==> config.mk <==
export PLATFORM = sky130hd
export DESIGN_NAME = irrigation_scheduler_flat
export DESIGN_NICKNAME = d
export VERILOG_FILES = /design/src/rtl/irrigation_pkg.sv /design/src/rtl/irrigation_scheduler_if.sv /design/src/rtl/irrigation_scheduler_phase_timer.sv /design/src/rtl/irrigation_scheduler.sv /design/src/flat_wrapper.sv
export SDC_FILE = /design/constraint.sdc
export NUM_CORES = 1
export LEC_CHECK = 0
export ABC_AREA = 1
export BUFFER_PORTS_ARGS = -buffer_cell sky130_fd_sc_hd__clkbuf_2
export CORE_MARGIN = 4
export CORE_UTILIZATION = 45
export CTS_CLUSTER_SIZE = 8
export DETAILED_ROUTE_END_ITERATION = 12
export HOLD_SLACK_MARGIN = 0.02
export REMOVE_ABC_BUFFERS = 1
export SLEW_MARGIN = 30
export SYNTH_ARGS = -nofsm -noshare
export SYNTH_HDL_FRONTEND = slang
export SYNTH_SLANG_ARGS = --single-unit
==> constraint.sdc <==
create_clock -name clk -period 3.1 [get_ports clk]
set_clock_uncertainty 0.1 [all_clocks]
set_input_delay 0.775 -clock clk [delete_from_list [all_inputs] [get_ports clk]]
set_output_delay 0.775 -clock clk [all_outputs]
set_load 0.03 [all_outputs]
==> src/rtl/irrigation_pkg.sv <==
// ============================================================================
// Module      : irrigation_pkg
// Description : Shared state codes, enum and BCD constants for the scheduler.
// Revision    : 1.0 - initial release
// ============================================================================
`default_nettype none

package irrigation_pkg;

    localparam logic [2:0] S_IDLE  = 3'd0;
    localparam logic [2:0] S_FILL  = 3'd1;
    localparam logic [2:0] S_DRIP  = 3'd2;
    localparam logic [2:0] S_SPRAY = 3'd3;
    localparam logic [2:0] S_REST  = 3'd4;
    localparam logic [2:0] S_FAULT = 3'd5;

    localparam int BCD_W   = 4;
    localparam int SEC_SAT = 99;

    typedef enum logic [2:0] {
        ST_IDLE  = S_IDLE,
        ST_FILL  = S_FILL,
        ST_DRIP  = S_DRIP,
        ST_SPRAY = S_SPRAY,
        ST_REST  = S_REST,
        ST_FAULT = S_FAULT
    } state_e;

endpackage

`default_nettype wire

==> src/rtl/irrigation_scheduler_if.sv <==
// ============================================================================
// Module      : irrigation_scheduler_if
// Description : Sensor/request inputs and actuator/display outputs bundle.
// Revision    : 1.0 - initial release
// ============================================================================
`default_nettype none

interface irrigation_scheduler_if;
    import irrigation_pkg::*;

    logic             lvl_h;
    logic             lvl_m;
    logic             lvl_l;
    logic             req_drip;
    logic             req_spray;
    logic             nivel_erro;
    logic             ve;
    logic             vs;
    logic             bs;
    logic [2:0]       state;
    logic [BCD_W-1:0] sec_dez;
    logic [BCD_W-1:0] sec_uni;
    logic             fault;

    modport master (
        output lvl_h, lvl_m, lvl_l, req_drip, req_spray, nivel_erro,
        input  ve, vs, bs, state, sec_dez, sec_uni, fault
    );

    modport slave (
        input  lvl_h, lvl_m, lvl_l, req_drip, req_spray, nivel_erro,
        output ve, vs, bs, state, sec_dez, sec_uni, fault
    );

endinterface

`default_nettype wire

==> src/rtl/irrigation_scheduler_phase_timer.sv <==
// ============================================================================
// Module      : phase_timer
// Description : Free-running 1 s tick divider and saturating BCD phase timer.
// Revision    : 1.0 - initial release
// ============================================================================
`default_nettype none

module phase_timer
    import irrigation_pkg::*;
#(
    parameter int TICK_DIV = 50_000_000
) (
    input  wire logic             clk,
    input  wire logic             reset,
    input  wire logic             clear,
    output logic                  tick,
    output logic [BCD_W-1:0]      bcd_dez,
    output logic [BCD_W-1:0]      bcd_uni,
    output logic [6:0]            sec
);

    localparam int              DIV_W      = (TICK_DIV > 1) ? $clog2(TICK_DIV) : 1;
    localparam logic [DIV_W-1:0] c_div_last = DIV_W'(TICK_DIV - 1);
    localparam logic [6:0]      c_sat      = 7'(SEC_SAT);

    logic [DIV_W-1:0] r_div;
    logic [BCD_W-1:0] r_dez;
    logic [BCD_W-1:0] r_uni;
    logic             w_sat;

    assign tick    = (r_div == c_div_last);
    assign sec     = 7'(r_dez) * 7'd10 + 7'(r_uni);
    assign w_sat   = (sec == c_sat);
    assign bcd_dez = r_dez;
    assign bcd_uni = r_uni;

    // Divider never restarts on a phase change, so the first second of a phase may be short.
    always_ff @(posedge clk or negedge reset) begin
        if (!reset) begin
            r_div <= '0;
        end else if (tick) begin
            r_div <= '0;
        end else begin
            r_div <= r_div + 1'b1;
        end
    end

    always_ff @(posedge clk or negedge reset) begin
        if (!reset) begin
            r_dez <= '0;
            r_uni <= '0;
        end else if (clear) begin
            r_dez <= '0;
            r_uni <= '0;
        end else if (tick && !w_sat) begin
            if (r_uni == 4'd9) begin
                r_uni <= '0;
                r_dez <= r_dez + 1'b1;
            end else begin
                r_uni <= r_uni + 1'b1;
            end
        end
    end

endmodule

`default_nettype wire

==> src/rtl/irrigation_scheduler.sv <==
// ============================================================================
// Module      : irrigation_scheduler
// Description : Tank/irrigation actuator arbiter with run-time limits and fault.
// Revision    : 1.0 - initial release
// ============================================================================
`default_nettype none

module irrigation_scheduler
    import irrigation_pkg::*;
#(
    parameter int TICK_DIV = 50_000_000,
    parameter int MIN_ON   = 5,
    parameter int MAX_ON   = 60,
    parameter int REST_T   = 10,
    parameter int FILL_MAX = 90
) (
    input  wire logic               clk,
    input  wire logic               reset,
    irrigation_scheduler_if.slave   bus
);

    localparam logic [6:0] c_min_on   = 7'(MIN_ON);
    localparam logic [6:0] c_max_on   = 7'(MAX_ON);
    localparam logic [6:0] c_rest_t   = 7'(REST_T);
    localparam logic [6:0] c_fill_max = 7'(FILL_MAX);

    logic [5:0]       r_sync1;
    logic [5:0]       r_sync2;
    logic             w_lvl_h, w_lvl_m, w_lvl_l, w_req_drip, w_req_spray, w_err;
    state_e           r_state;
    state_e           w_next;
    logic             w_clear;
    logic             w_tick;
    logic [BCD_W-1:0] w_dez;
    logic [BCD_W-1:0] w_uni;
    logic [6:0]       w_sec;
    logic             r_ve, r_vs, r_bs, r_fault;
    logic [2:0]       r_state_out;
    logic [BCD_W-1:0] r_dez_out;
    logic [BCD_W-1:0] r_uni_out;

    always_ff @(posedge clk or negedge reset) begin
        if (!reset) begin
            r_sync1 <= '0;
            r_sync2 <= '0;
        end else begin
            r_sync1 <= {bus.lvl_h, bus.lvl_m, bus.lvl_l,
                        bus.req_drip, bus.req_spray, bus.nivel_erro};
            r_sync2 <= r_sync1;
        end
    end

    assign {w_lvl_h, w_lvl_m, w_lvl_l, w_req_drip, w_req_spray, w_err} = r_sync2;

    assign w_clear = (w_next != r_state);

    phase_timer #(
        .TICK_DIV (TICK_DIV)
    ) u_phase_timer (
        .clk     (clk),
        .reset   (reset),
        .clear   (w_clear),
        .tick    (w_tick),
        .bcd_dez (w_dez),
        .bcd_uni (w_uni),
        .sec     (w_sec)
    );

    always_ff @(posedge clk or negedge reset) begin
        if (!reset) begin
            r_state <= ST_IDLE;
        end else begin
            r_state <= w_next;
        end
    end

    always_comb begin
        w_next = r_state;
        if (w_err) begin
            w_next = ST_FAULT;
        end else begin
            case (r_state)
                ST_IDLE: begin
                    if (!w_lvl_l)                        w_next = ST_FILL;
                    else if (w_req_spray && w_lvl_m)     w_next = ST_SPRAY;
                    else if (w_req_drip)                 w_next = ST_DRIP;
                end
                ST_FILL: begin
                    if (w_lvl_h)                         w_next = ST_IDLE;
                    else if (w_sec >= c_fill_max)        w_next = ST_FAULT;
                end
                // An empty tank ends a watering phase even before the minimum run time.
                ST_DRIP: begin
                    if (!w_lvl_l)                                w_next = ST_REST;
                    else if ((w_sec >= c_min_on) && !w_req_drip) w_next = ST_REST;
                    else if (w_sec >= c_max_on)                  w_next = ST_REST;
                end
                ST_SPRAY: begin
                    if (!w_lvl_l)                                 w_next = ST_REST;
                    else if ((w_sec >= c_min_on) && !w_req_spray) w_next = ST_REST;
                    else if (w_sec >= c_max_on)                   w_next = ST_REST;
                end
                ST_REST: begin
                    if (w_sec >= c_rest_t)               w_next = ST_IDLE;
                end
                ST_FAULT: begin
                    if (w_tick && (w_sec >= 7'd1))       w_next = ST_IDLE;
                end
                default:                                 w_next = ST_FAULT;
            endcase
        end
    end

    always_ff @(posedge clk or negedge reset) begin
        if (!reset) begin
            r_ve        <= 1'b0;
            r_vs        <= 1'b0;
            r_bs        <= 1'b0;
            r_fault     <= 1'b0;
            r_state_out <= S_IDLE;
            r_dez_out   <= '0;
            r_uni_out   <= '0;
        end else begin
            r_ve        <= (r_state == ST_FILL);
            r_vs        <= (r_state == ST_DRIP);
            r_bs        <= (r_state == ST_SPRAY);
            r_fault     <= (r_state == ST_FAULT);
            r_state_out <= r_state;
            r_dez_out   <= w_dez;
            r_uni_out   <= w_uni;
        end
    end

    assign bus.ve      = r_ve;
    assign bus.vs      = r_vs;
    assign bus.bs      = r_bs;
    assign bus.fault   = r_fault;
    assign bus.state   = r_state_out;
    assign bus.sec_dez = r_dez_out;
    assign bus.sec_uni = r_uni_out;

endmodule

`default_nettype wire

==> src/flat_wrapper.sv <==
// flat-port wrapper written by rule: the top's interface ports become plain ports
module irrigation_scheduler_flat import irrigation_pkg::*;
#(
    parameter int TICK_DIV = 50_000_000,
    parameter int MIN_ON   = 5,
    parameter int MAX_ON   = 60,
    parameter int REST_T   = 10,
    parameter int FILL_MAX = 90
)
  (clk, reset, bus_lvl_h, bus_lvl_m, bus_lvl_l, bus_req_drip, bus_req_spray, bus_nivel_erro, bus_ve, bus_vs, bus_bs, bus_state, bus_sec_dez, bus_sec_uni, bus_fault);
  irrigation_scheduler_if bus_i ();
  input  wire logic clk;
  input  wire logic reset;
  input wire logic [$bits(bus_i.lvl_h)-1:0] bus_lvl_h;
  input wire logic [$bits(bus_i.lvl_m)-1:0] bus_lvl_m;
  input wire logic [$bits(bus_i.lvl_l)-1:0] bus_lvl_l;
  input wire logic [$bits(bus_i.req_drip)-1:0] bus_req_drip;
  input wire logic [$bits(bus_i.req_spray)-1:0] bus_req_spray;
  input wire logic [$bits(bus_i.nivel_erro)-1:0] bus_nivel_erro;
  output wire logic [$bits(bus_i.ve)-1:0] bus_ve;
  output wire logic [$bits(bus_i.vs)-1:0] bus_vs;
  output wire logic [$bits(bus_i.bs)-1:0] bus_bs;
  output wire logic [$bits(bus_i.state)-1:0] bus_state;
  output wire logic [$bits(bus_i.sec_dez)-1:0] bus_sec_dez;
  output wire logic [$bits(bus_i.sec_uni)-1:0] bus_sec_uni;
  output wire logic [$bits(bus_i.fault)-1:0] bus_fault;
  assign bus_i.lvl_h = bus_lvl_h;
  assign bus_i.lvl_m = bus_lvl_m;
  assign bus_i.lvl_l = bus_lvl_l;
  assign bus_i.req_drip = bus_req_drip;
  assign bus_i.req_spray = bus_req_spray;
  assign bus_i.nivel_erro = bus_nivel_erro;
  assign bus_ve = bus_i.ve;
  assign bus_vs = bus_i.vs;
  assign bus_bs = bus_i.bs;
  assign bus_state = bus_i.state;
  assign bus_sec_dez = bus_i.sec_dez;
  assign bus_sec_uni = bus_i.sec_uni;
  assign bus_fault = bus_i.fault;
  irrigation_scheduler #(.TICK_DIV(TICK_DIV), .MIN_ON(MIN_ON), .MAX_ON(MAX_ON), .REST_T(REST_T), .FILL_MAX(FILL_MAX)) u_core (.clk(clk), .reset(reset), .bus(bus_i));
endmodule
## Word-level counts from Yosys, hierarchy flattened

Cells that the tools add are included.

- Multiplexer cells: 21
- $lt $le $gt $ge: 5
- Add/subtract/negate cells: 4
- $mul: 1
- Reduce and logical (&&, ||, !) cells: 12
- Eq/ne operators: 9

Operator list:

| operator | number |
|---|---|
| $mux W3 | 13 |
| $add A26 B1 Y26 const B | 1 |
| $eq A26 B26 Y1 const B | 1 |
| $mux W26 | 1 |
| $mux W4 | 6 |
| $pmux W3 S6 | 1 |
| $add A4 B1 Y4 const B | 2 |
| $add A7 B4 Y7 | 1 |
| $eq A7 B7 Y1 const B | 1 |
| $ge A7 B1 Y1 const B | 1 |
| $ge A7 B3 Y1 const B | 1 |
| $ge A7 B4 Y1 const B | 1 |
| $ge A7 B6 Y1 const B | 1 |
| $ge A7 B7 Y1 const B | 1 |
| $eq A3 B2 Y1 const B | 2 |
| $eq A3 B3 Y1 const B | 2 |
| $mul A4 B3 Y6 const B | 1 |
| $logic_and A1 B1 Y1 | 5 |
| $eq A4 B4 Y1 const B | 1 |
| $reduce_bool A2 Y1 | 2 |
| $eq A3 B1 Y1 const B | 1 |
| $logic_not A1 Y1 | 3 |
| $logic_not A3 Y1 | 1 |
| $ne A3 B3 Y1 | 1 |
| $reduce_and A2 Y1 | 1 |

- Output and inout port bits: 15
- Input bits: 8
- Register bits: 64
- Logic and storage cells: 65

## Depth between registers and ports, before layout

Gate-level depths: netlist of run 1.

- Depth after elaboration: 11
- Gate-level depth with buffers: 22
- Mapped depth without buffers: 22

## By module

From an unflattened synthesis of run 1, not the netlist that was laid out.

- Cell total of the unflattened synthesis: 417
- Area, all modules: 3434.5 µm²

By module, submodules not included:

| module | area an instance (µm²) | seq. area each (µm²) | times used | cells each |
|---|---|---|---|---|
| phase_timer | 2294.7 | 850.8 | 1 | 300 |
| irrigation_scheduler | 1139.8 | 750.7 | 1 | 117 |

## Worst setup path after synthesis of run 1

Ideal clock, no wire load.

- Kind: register -> register
- Start point: register u_core.u_phase_timer.r_dez[1] (netlist: u_core.u_phase_timer.bcd_dez[1])
- End point: register u_core.u_phase_timer.r_dez[1] (netlist: u_core.u_phase_timer.bcd_dez[1])
- Path slack: 0.074 ns
- Arrival: 2.861 ns
- Required time: 2.935 ns
- Setup time: 0.065 ns
- Path buffers: 1
- Stages on the path, launching flop included: 23
- Clock period less this slack: 3.026 ns
- Cell sequence: dfrtp_1 > ha_1 > ha_1 > fa_1 > nand2_1 > nor2_1 > nand2_1 > nand3_2 > nand2_4 > nor2_4 > nand3_2 > nand2_2 > nand2_1 > nand2_1 > nand2_1 > nand2_2 > nand2_2 > nand2_1 > nand2_1 > nor2_2 > buf_6 > o211ai_1 > nand2_1

- Longest elaborated chain between the ends: 11
- Elaborated cells between the ends (all ways): 32
- Classes of those cells: add/sub: 2; mul: 1; order compare: 5; eq/ne: 2; mux: 14; reduce/logical: 8

RTL lines:

| what | RTL line | text |
|---|---|---|
| start, declared | irrigation_scheduler_phase_timer.sv:27 | `logic [BCD_W-1:0] r_dez;` |
| start signal, assigned | irrigation_scheduler_phase_timer.sv:58 | `r_dez <= r_dez + 1'b1;` |
| $mul A4 B3 Y6 | irrigation_scheduler_phase_timer.sv:32 | `assign sec = 7'(r_dez) * 7'd10 + 7'(r_uni);` |
| $add A7 B4 Y7 | irrigation_scheduler_phase_timer.sv:32 |  |
| $ge A7 B6 Y1 or $ge A7 B3 Y1 (tied branches) | n/a |  |
| $mux W3 (tied with other cells) | irrigation_scheduler.sv:96, irrigation_scheduler.sv:101 |  |
| $mux W3, on equally long branches | irrigation_scheduler.sv:100, irrigation_scheduler.sv:95 |  |
| $mux W3, on equally long branches | irrigation_scheduler.sv:99, irrigation_scheduler.sv:94 |  |
| $pmux W3 S6 | irrigation_scheduler.sv:82 | `case (r_state)` |
| $mux W3 | irrigation_scheduler.sv:79 | `if (w_err) begin` |
| $ne A3 B3 Y1 | irrigation_scheduler.sv:55 | `assign w_clear = (w_next != r_state);` |
| $reduce_bool A2 Y1 (no line) | n/a |  |
| $reduce_and A2 Y1 (no line) | n/a |  |

Several ways; a longest one is shown, not always the timed one. The select of a mux whose other input is x is not followed.
A chain may end at the register's enable or synchronous reset.

## Final worst setup path of run 1

- Start point: register u_core.u_phase_timer.r_dez[1] (netlist: u_core.u_phase_timer.bcd_dez[1])
- End point: register u_core.u_phase_timer.r_dez[3] (netlist: u_core.u_phase_timer.bcd_dez[3])

Same word-level chain as after synthesis.

==> summary.md, run 1 <==
| Metric | Value |
|---|---|
| PD cells | 647 mW/mm^2 |
| Int Power | 1.71 mW |
| Synthesis-stage register bit count | 64 |
| HP Class | flop to flop |
| Measured slew at the worst slew-check pin | 0.599 ns |
| WP data required | 3.26 ns |
| DRT iter0 DRCs | 91 |
| WL per Instance | 12.6 um |
| Worst path slowest cell | fa_1 |
| Routed wire length | 7160 um |
| Layout area overhead | 19.2% |
| Port buffer count | 22 |
| Total congestion overflow | 0 |
| Pre-Repair DR Iteration Count | 4 |
| Design area | 0.00409 mm^2 |
| Dpl ws | -0.183 ns |
| ANT nets after route | 0 |
| FF-to-FF path depth | 21 |
| Ys Warns | 0 |
| Reg2reg start | u_core.u_phase_timer.bcd_dez[1] |
| Fmax | 305 MHz |
| Status | complete, but fails checks |
| Fin nets | 485 |
| Post-synth ARST share | 100% |
| Ant. Diodes | 0 |
| H-tree lvl count | 3 |
| Dominant cells by area after synthesis | dfrtp_1 (47%), nand2_1 (8.8%), inv_1 (6.2%) |
| Worst-Skew Late Latency | 0.32 ns |
| Die Span X | 95.4 um |
| Syn Std Cell Area | 0.00344 mm^2 |
| PnR worst setup slack | -0.175 ns |
| Yosys top cell by area | dfrtp_1 |
| Crit path launch | u_core.u_phase_timer.bcd_dez[1] |
| Sink Count | 64 |
| Most used cell, CP | nand2_1 |
| Vias | 2,846 |
| Initial antenna violation count | 0 |
| R2R Path End | u_core.u_phase_timer.bcd_dez[3] |
| First-pass GRT wire length | 12,500 um |
| Clk pwr share | 28.4% |
| # fillers | 685 |
| Layout cells sized above 1 | 23.9% |
| CP startpoint kind | flop |
| WHS | 0.249 ns |
| Violated checks | setup timing |
| CP Cell Sequence | ha_1, ha_2, fa_1, nand2_1, inv_1, nand2_1, nand3_2, buf_4, buf_4, nand3_1, nor2_1, nor2_1, nand3_2, nor2_4, nand3_1, nand2_1, nand2_2, nor2_4, buf_6, o211ai_1, nand2_1 |
| Non-Filler Instances | 568 |
| Period utilization | 106% |
| Gate power share | 36.4% |
| Vias in the first global route | 2,719 |
| Placed cells | 542 |
| Register share of total power | 35.2% |
| Setup CP Type | flop to flop |
| Switching power | 0.938 mW |
| # IOs | 23 |
| PnR Total Power | 2.65 mW |
| Die ar. | 0.00910 mm^2 |
| CTS tree | yes |
| Synth unique cells | 37 |
| Clk pin slew, worst setup/hold paths | 0.07 ns |
| CTS root buffer | clkbuf_8 |
| Clock Path Buffers | 2 |
| Max VDD drop | 0.322 mV |
| Core area | 0.00733 mm^2 |
| Critical Path End | u_core.u_phase_timer.bcd_dez[3] |
| Max-Cap Viols | 0 |
| Largest stage delay, worst path | 0.47 ns |
| Placer congestion estimate | 0.839 |
| Static Leak | 2.10 nW |
| WP data arrival | 3.44 ns |
| Post-Syn Instances | 412 |
| GRT Total Usage | 17.5% |
| Switching Share | 35.4% |
| Hold Path Stages | 0 |
| Post-DP Area | 0.00373 mm^2 |
| Cts bufs inserted | 9 |
| Rel. slew slack | 60.1% |
| Dpl hpwl | 5290 um |
| Synth top area share | 46.6% |
| Setup slack, reg-to-reg | -0.17 ns |
| Avg Vias per Cell | 5.01 |
| Most common library cells after synthesis | nand2_1 (81), dfrtp_1 (64), inv_1 (57) |
| Largest net degree at the start of global routing | 27 |
| Mean Syn Cell Area | 8.34 um^2 |
| Fin. Hold Viols | 0 |
| RSZ-0062 raised after global routing | true |
| Post-synthesis sequential area ratio | 46.6% |
| Most common cell in the synthesized netlist | nand2_1 |
| Tmin final | 3.27 ns |
| DR DRC count | 0 |
| Die height | 95.4 um |
| Num rows | 31 |
| # setup viols final | 8 |
| EDFF count, synth | 0 |
| CP max FO | 6 |
| CP Capture Type | flop |
| Starting Density | 46.9% |
| Final Max Tran Viols | 0 |
| Top_reg_cell synth | dfrtp_1 |
flip-flops by register name (all words and copies together) (netlist names):
register / count
u_core.bus.bs: 1
u_core.bus.sec_dez: 4
u_core.r_sync1: 6
u_core.bus.ve: 1
u_core.u_phase_timer.bcd_dez: 4
u_core.bus.sec_uni: 4
u_core.u_phase_timer.r_div: 26
u_core.r_sync2: 6
u_core.bus.fault: 1
u_core.r_state: 3
u_core.bus.vs: 1
u_core.bus.state: 3
u_core.u_phase_timer.bcd_uni: 4
cell type report:
cell class                 instances  area [um^2]  share of cell area [%]
clock buffer                      12          165                    4.03
clock inverter                     4         51.3                    1.25
tap                               99          124                    3.03
timing repair buffer              44          287                    7.00
inverter                          67          254                    6.20
sequential                        64         1600                    39.1
multi-input combinational        278         1610                    39.4
layer usage:
layer,track usage (%),wire [um]
met4,3.55,42
met2,26.8,3240
met1,25.3,3610
met5,0,0
met3,4.10,268
per-stage QoR:
stage / utilization [%] / setup TNS (ns)
2_1_floorplan: - / -0.0857
3_3_place_gp: 50.9 / -0.285
3_5_place_dp: 50.9 / -1.08
4_1_cts: 54.7 / -1.31
5_1_grt: 55.8 / -3.59
6_report: 55.8 / -1.16
repair_timing:
item | CTS | global route
resized for setup | 4 | 18
hold buffers | 0 | 0
pin swaps | 12 | 23
endpoints found under the setup margin | 8 | 9
buffers inserted | 6 | 3
cloned | 1 | 0
cells by family after synthesis:
family	synth area share, %
flip-flops	46.6
AO/OA/AOI/OAI	7.72
XOR/XNOR	2.55
AND/OR/NAND/NOR	29.8
adder cells (fa/ha/maj)	5.17
buffers and inverters	8.19
critical path, delay by kind of cell, from the launching register on:
kind                       cells  cell delay [ns]
and+or+nand+nor               13             1.20
adders and majority gates      3             0.96
buffers and inverters          4             0.47
DFF                            1             0.39
AOI/OAI and AO/OA              1             0.09
layout by cell type (no fill, tap or decap), types with 4 or more instances in the layout:
master,instances
nand2_1,72
buf_4,19
xor2_1,7
ha_1,10
nor3_1,20
nand2_2,14
clkbuf_8,12
inv_2,10
nand4_1,6
nand3_2,5
dfrtp_1,64
o21ai_0,12
inv_1,56
a21oi_1,12
o211ai_1,5
nor2_1,45
clkbuf_2,21
nor4_1,4
nand3_1,32
worst min path at each step:
stage | startpoint | endpoint | slack [ns]
detailed placement | u_core.r_sync1[0] | u_core.r_sync2[0] | 0.24
global placement | u_core.r_sync1[1] | u_core.r_sync2[1] | 0.23
global route | u_core.r_sync1[0] | u_core.r_sync2[0] | 0.26
finish | u_core.r_sync1[0] | u_core.r_sync2[0] | 0.25
CTS | u_core.r_sync1[3] | u_core.r_sync2[3] | 0.25
floorplan | u_core.r_sync1[0] | u_core.r_sync2[0] | 0.23
power groups by stage:
stage	registers [mW]	clock network, mW	logic (mW)
5_1_grt	0.938	0.820	1.07
3_5_place_dp	0.948	0	0.828
2_1_floorplan	1.02	0	0.516
3_3_place_gp	0.945	0	0.815
4_1_cts	0.932	0.775	0.887
6_report	0.932	0.753	0.965
(Power assumes the default switching activity.)
==> run 2: changes to the inputs <==
- PLACE_DENSITY: unset -> 0.66
==> summary.md, run 2 (synthesized netlist as in run 1, its figures left out) <==
| Metric | Value |
|---|---|
| Dpl hpwl | 5170 um |
| Die height | 95.4 um |
| Fin. Hold Viols | 0 |
| # setup viols final | 8 |
| # fillers | 685 |
| Clock Path Buffers | 2 |
| Initial antenna violation count | 0 |
| Int Power | 1.52 mW |
| ANT nets after route | 0 |
| HP Class | flop to flop |
| Vias | 2,777 |
| Design area | 0.00397 mm^2 |
| Cts-stage hold buffer count | 0 |
| Switching power | 0.910 mW |
| Port buffer count | 22 |
| Die ar. | 0.00910 mm^2 |
| Clk pwr share | 24.5% |
| Period utilization | 103% |
| CP Cell Sequence | ha_1, ha_2, fa_1, nand2_1, inv_1, nand2_1, nand3_2, nand2_4, nor2_4, nand3_4, nand2_2, nand2_1, nand2_1, nand2_1, nand2_2, nand2_2, nand2_2, nand2_2, nor2_4, buf_6, nand3_1, o21ai_1 |
| WP data required | 3.26 ns |
| Starting Density | 46.9% |
| Num rows | 31 |
| WP data arrival | 3.35 ns |
| Die Span X | 95.4 um |
| Vias in the first global route | 2,572 |
| Avg Vias per Cell | 4.97 |
| PnR Total Power | 2.43 mW |
| DR DRC count | 0 |
| H-tree lvl count | 3 |
| Setup TNS | -0.624 ns |
| CTS root buffer | clkbuf_8 |
| Worst path slowest cell | fa_1 |
| DRT iter0 DRCs | 165 |
| First-pass GRT wire length | 11,900 um |
| Placer congestion estimate | 0.914 |
| Routed wire length | 6900 um |
| Fmax | 314 MHz |
| Max reg flops | 26 |
| WHS | 0.248 ns |
| Layout cells sized above 1 | 20.9% |
| Most frequent cells in the layout | nand2_1 (76), dfrtp_1 (64), inv_1 (57) |
| Dpl ws | -0.145 ns |
| Violated checks | setup timing |
| Setup CP Type | flop to flop |
| Tmin final | 3.19 ns |
| Gate power share | 37.4% |
| Sink Count | 64 |
| # IOs | 23 |
| Clk pin slew, worst setup/hold paths | 0.07 ns |
| Largest net degree at the start of global routing | 65 |
| CP startpoint kind | flop |
| Max VDD drop | 0.292 mV |
| WL per Instance | 12.3 um |
| Measured slew at the worst slew-check pin | 0.513 ns |
| Register share of total power | 38.1% |
| CTS tree | yes |
| Largest Register | u_core.u_phase_timer.r_div |
| Total congestion overflow | 0 |
| Switching Share | 37.4% |
| RSZ-0062 raised after global routing | true |
| Status | complete, but fails checks |
| Cts bufs inserted | 9 |
| CP max FO | 6 |
| GRT Total Usage | 16.9% |
| Largest stage delay, worst path | 0.52 ns |
| Post-DP Area | 0.00375 mm^2 |
| Ant. Diodes | 0 |
| PD cells | 613 mW/mm^2 |
| Static Leak | 2.03 nW |
| Final Max Tran Viols | 0 |
| Most common cell after layout, fill and taps aside | nand2_1 |
| Max-Cap Viols | 0 |
| Layout area overhead | 15.4% |
| Core area | 0.00733 mm^2 |
| CP Capture Type | flop |
| Pre-Repair DR Iteration Count | 4 |
| Rel. slew slack | 65.5% |
| Biggest regs | u_core.u_phase_timer.r_div x26, u_core.r_sync1 x6, u_core.r_sync2 x6 |
| Worst-Skew Late Latency | 0.34 ns |
| Fin nets | 477 |
| PnR worst setup slack | -0.0887 ns |
## run 2: cell count changes in the layout (fill, tap and decap cells not counted), sizes merged
cell,previous run,this run
clkinv,2,3
clkbuf,33,30
bufinv,1,0
clkinvlp,1,3
buf,23,15
## run 2: area by class of cell
class                   count  area (um^2)  share of cell area (%)
flip-flops and latches     64         1600                    40.4
repair buffers             36          235                    5.93
clock buffers               9          124                    3.12
inverters                  67          254                    6.40
clock inverters             6         37.5                   0.946
multi-input cells         278         1590                    40.1
well taps                  99          124                    3.12
## run 2: repair_timing
action	4_1_cts	5_1_grt
buffers inserted	0	1
pin swaps	5	7
setup endpoints to repair	8	8
gates resized for setup	6	6
## run 2: path summary, 6_finish.rpt
| path | slack, ns | startpoint | cells after the start | to |
|---|---|---|---|---|
| worst max-delay path | -0.09 | u_core.u_phase_timer.bcd_dez[1] | 22 | u_core.u_phase_timer.bcd_uni[0] |
| worst min-delay path | 0.25 | u_core.r_sync1[5] | 0 | u_core.r_sync2[5] |
| worst max register to register | -0.09 | u_core.u_phase_timer.bcd_dez[1] | 22 | u_core.u_phase_timer.bcd_uni[0] |
| worst min register to register | 0.25 | u_core.r_sync1[5] | 0 | u_core.r_sync2[5] |
| max in group asynchronous | 2.30 | reset | 2 | u_core.bus.vs |
| min in group asynchronous | 0.33 | reset | 2 | u_core.bus.sec_uni[3] |
## run 2: critical path, delay by kind of cell (launching register included)
family	cells	cell delay (ns)
AND/OR/NAND/NOR	16	1.31
adder cells (fa/ha/maj)	3	1.02
AO/OA/AOI/OAI	1	0.08
buffers and inverters	2	0.22
flip-flops	1	0.38
## run 2: per-stage QoR
stage,util [%],cells
after detailed placement,51.2,543
after floorplan,-,409
final,54.1,559
after global routing,54.1,559
after CTS,53.7,558
after global placement,51.2,543
## run 2: per-layer routing
| metal | up-vias | track usage, % | wire length (um) |
|---|---|---|---|
| li1 | 1428 | - | - |
| met1 | 1283 | 23.9 | 3370 |
| met2 | 56 | 24.8 | 3070 |
| met3 | 10 | 4.81 | 374 |
| met4 | 0 | 6.28 | 87 |
| met5 | - | 0 | 0 |
## run 2: power by group through the flow
stage / Sequential, mW / Clock (mW) / Combinational, mW
floorplan: 1.02 / 0 / 0.516
global placement: 0.943 / 0 / 0.823
detailed placement: 0.942 / 0 / 0.844
CTS: 0.926 / 0.619 / 0.866
global route: 0.933 / 0.665 / 1.01
finish: 0.926 / 0.595 / 0.909
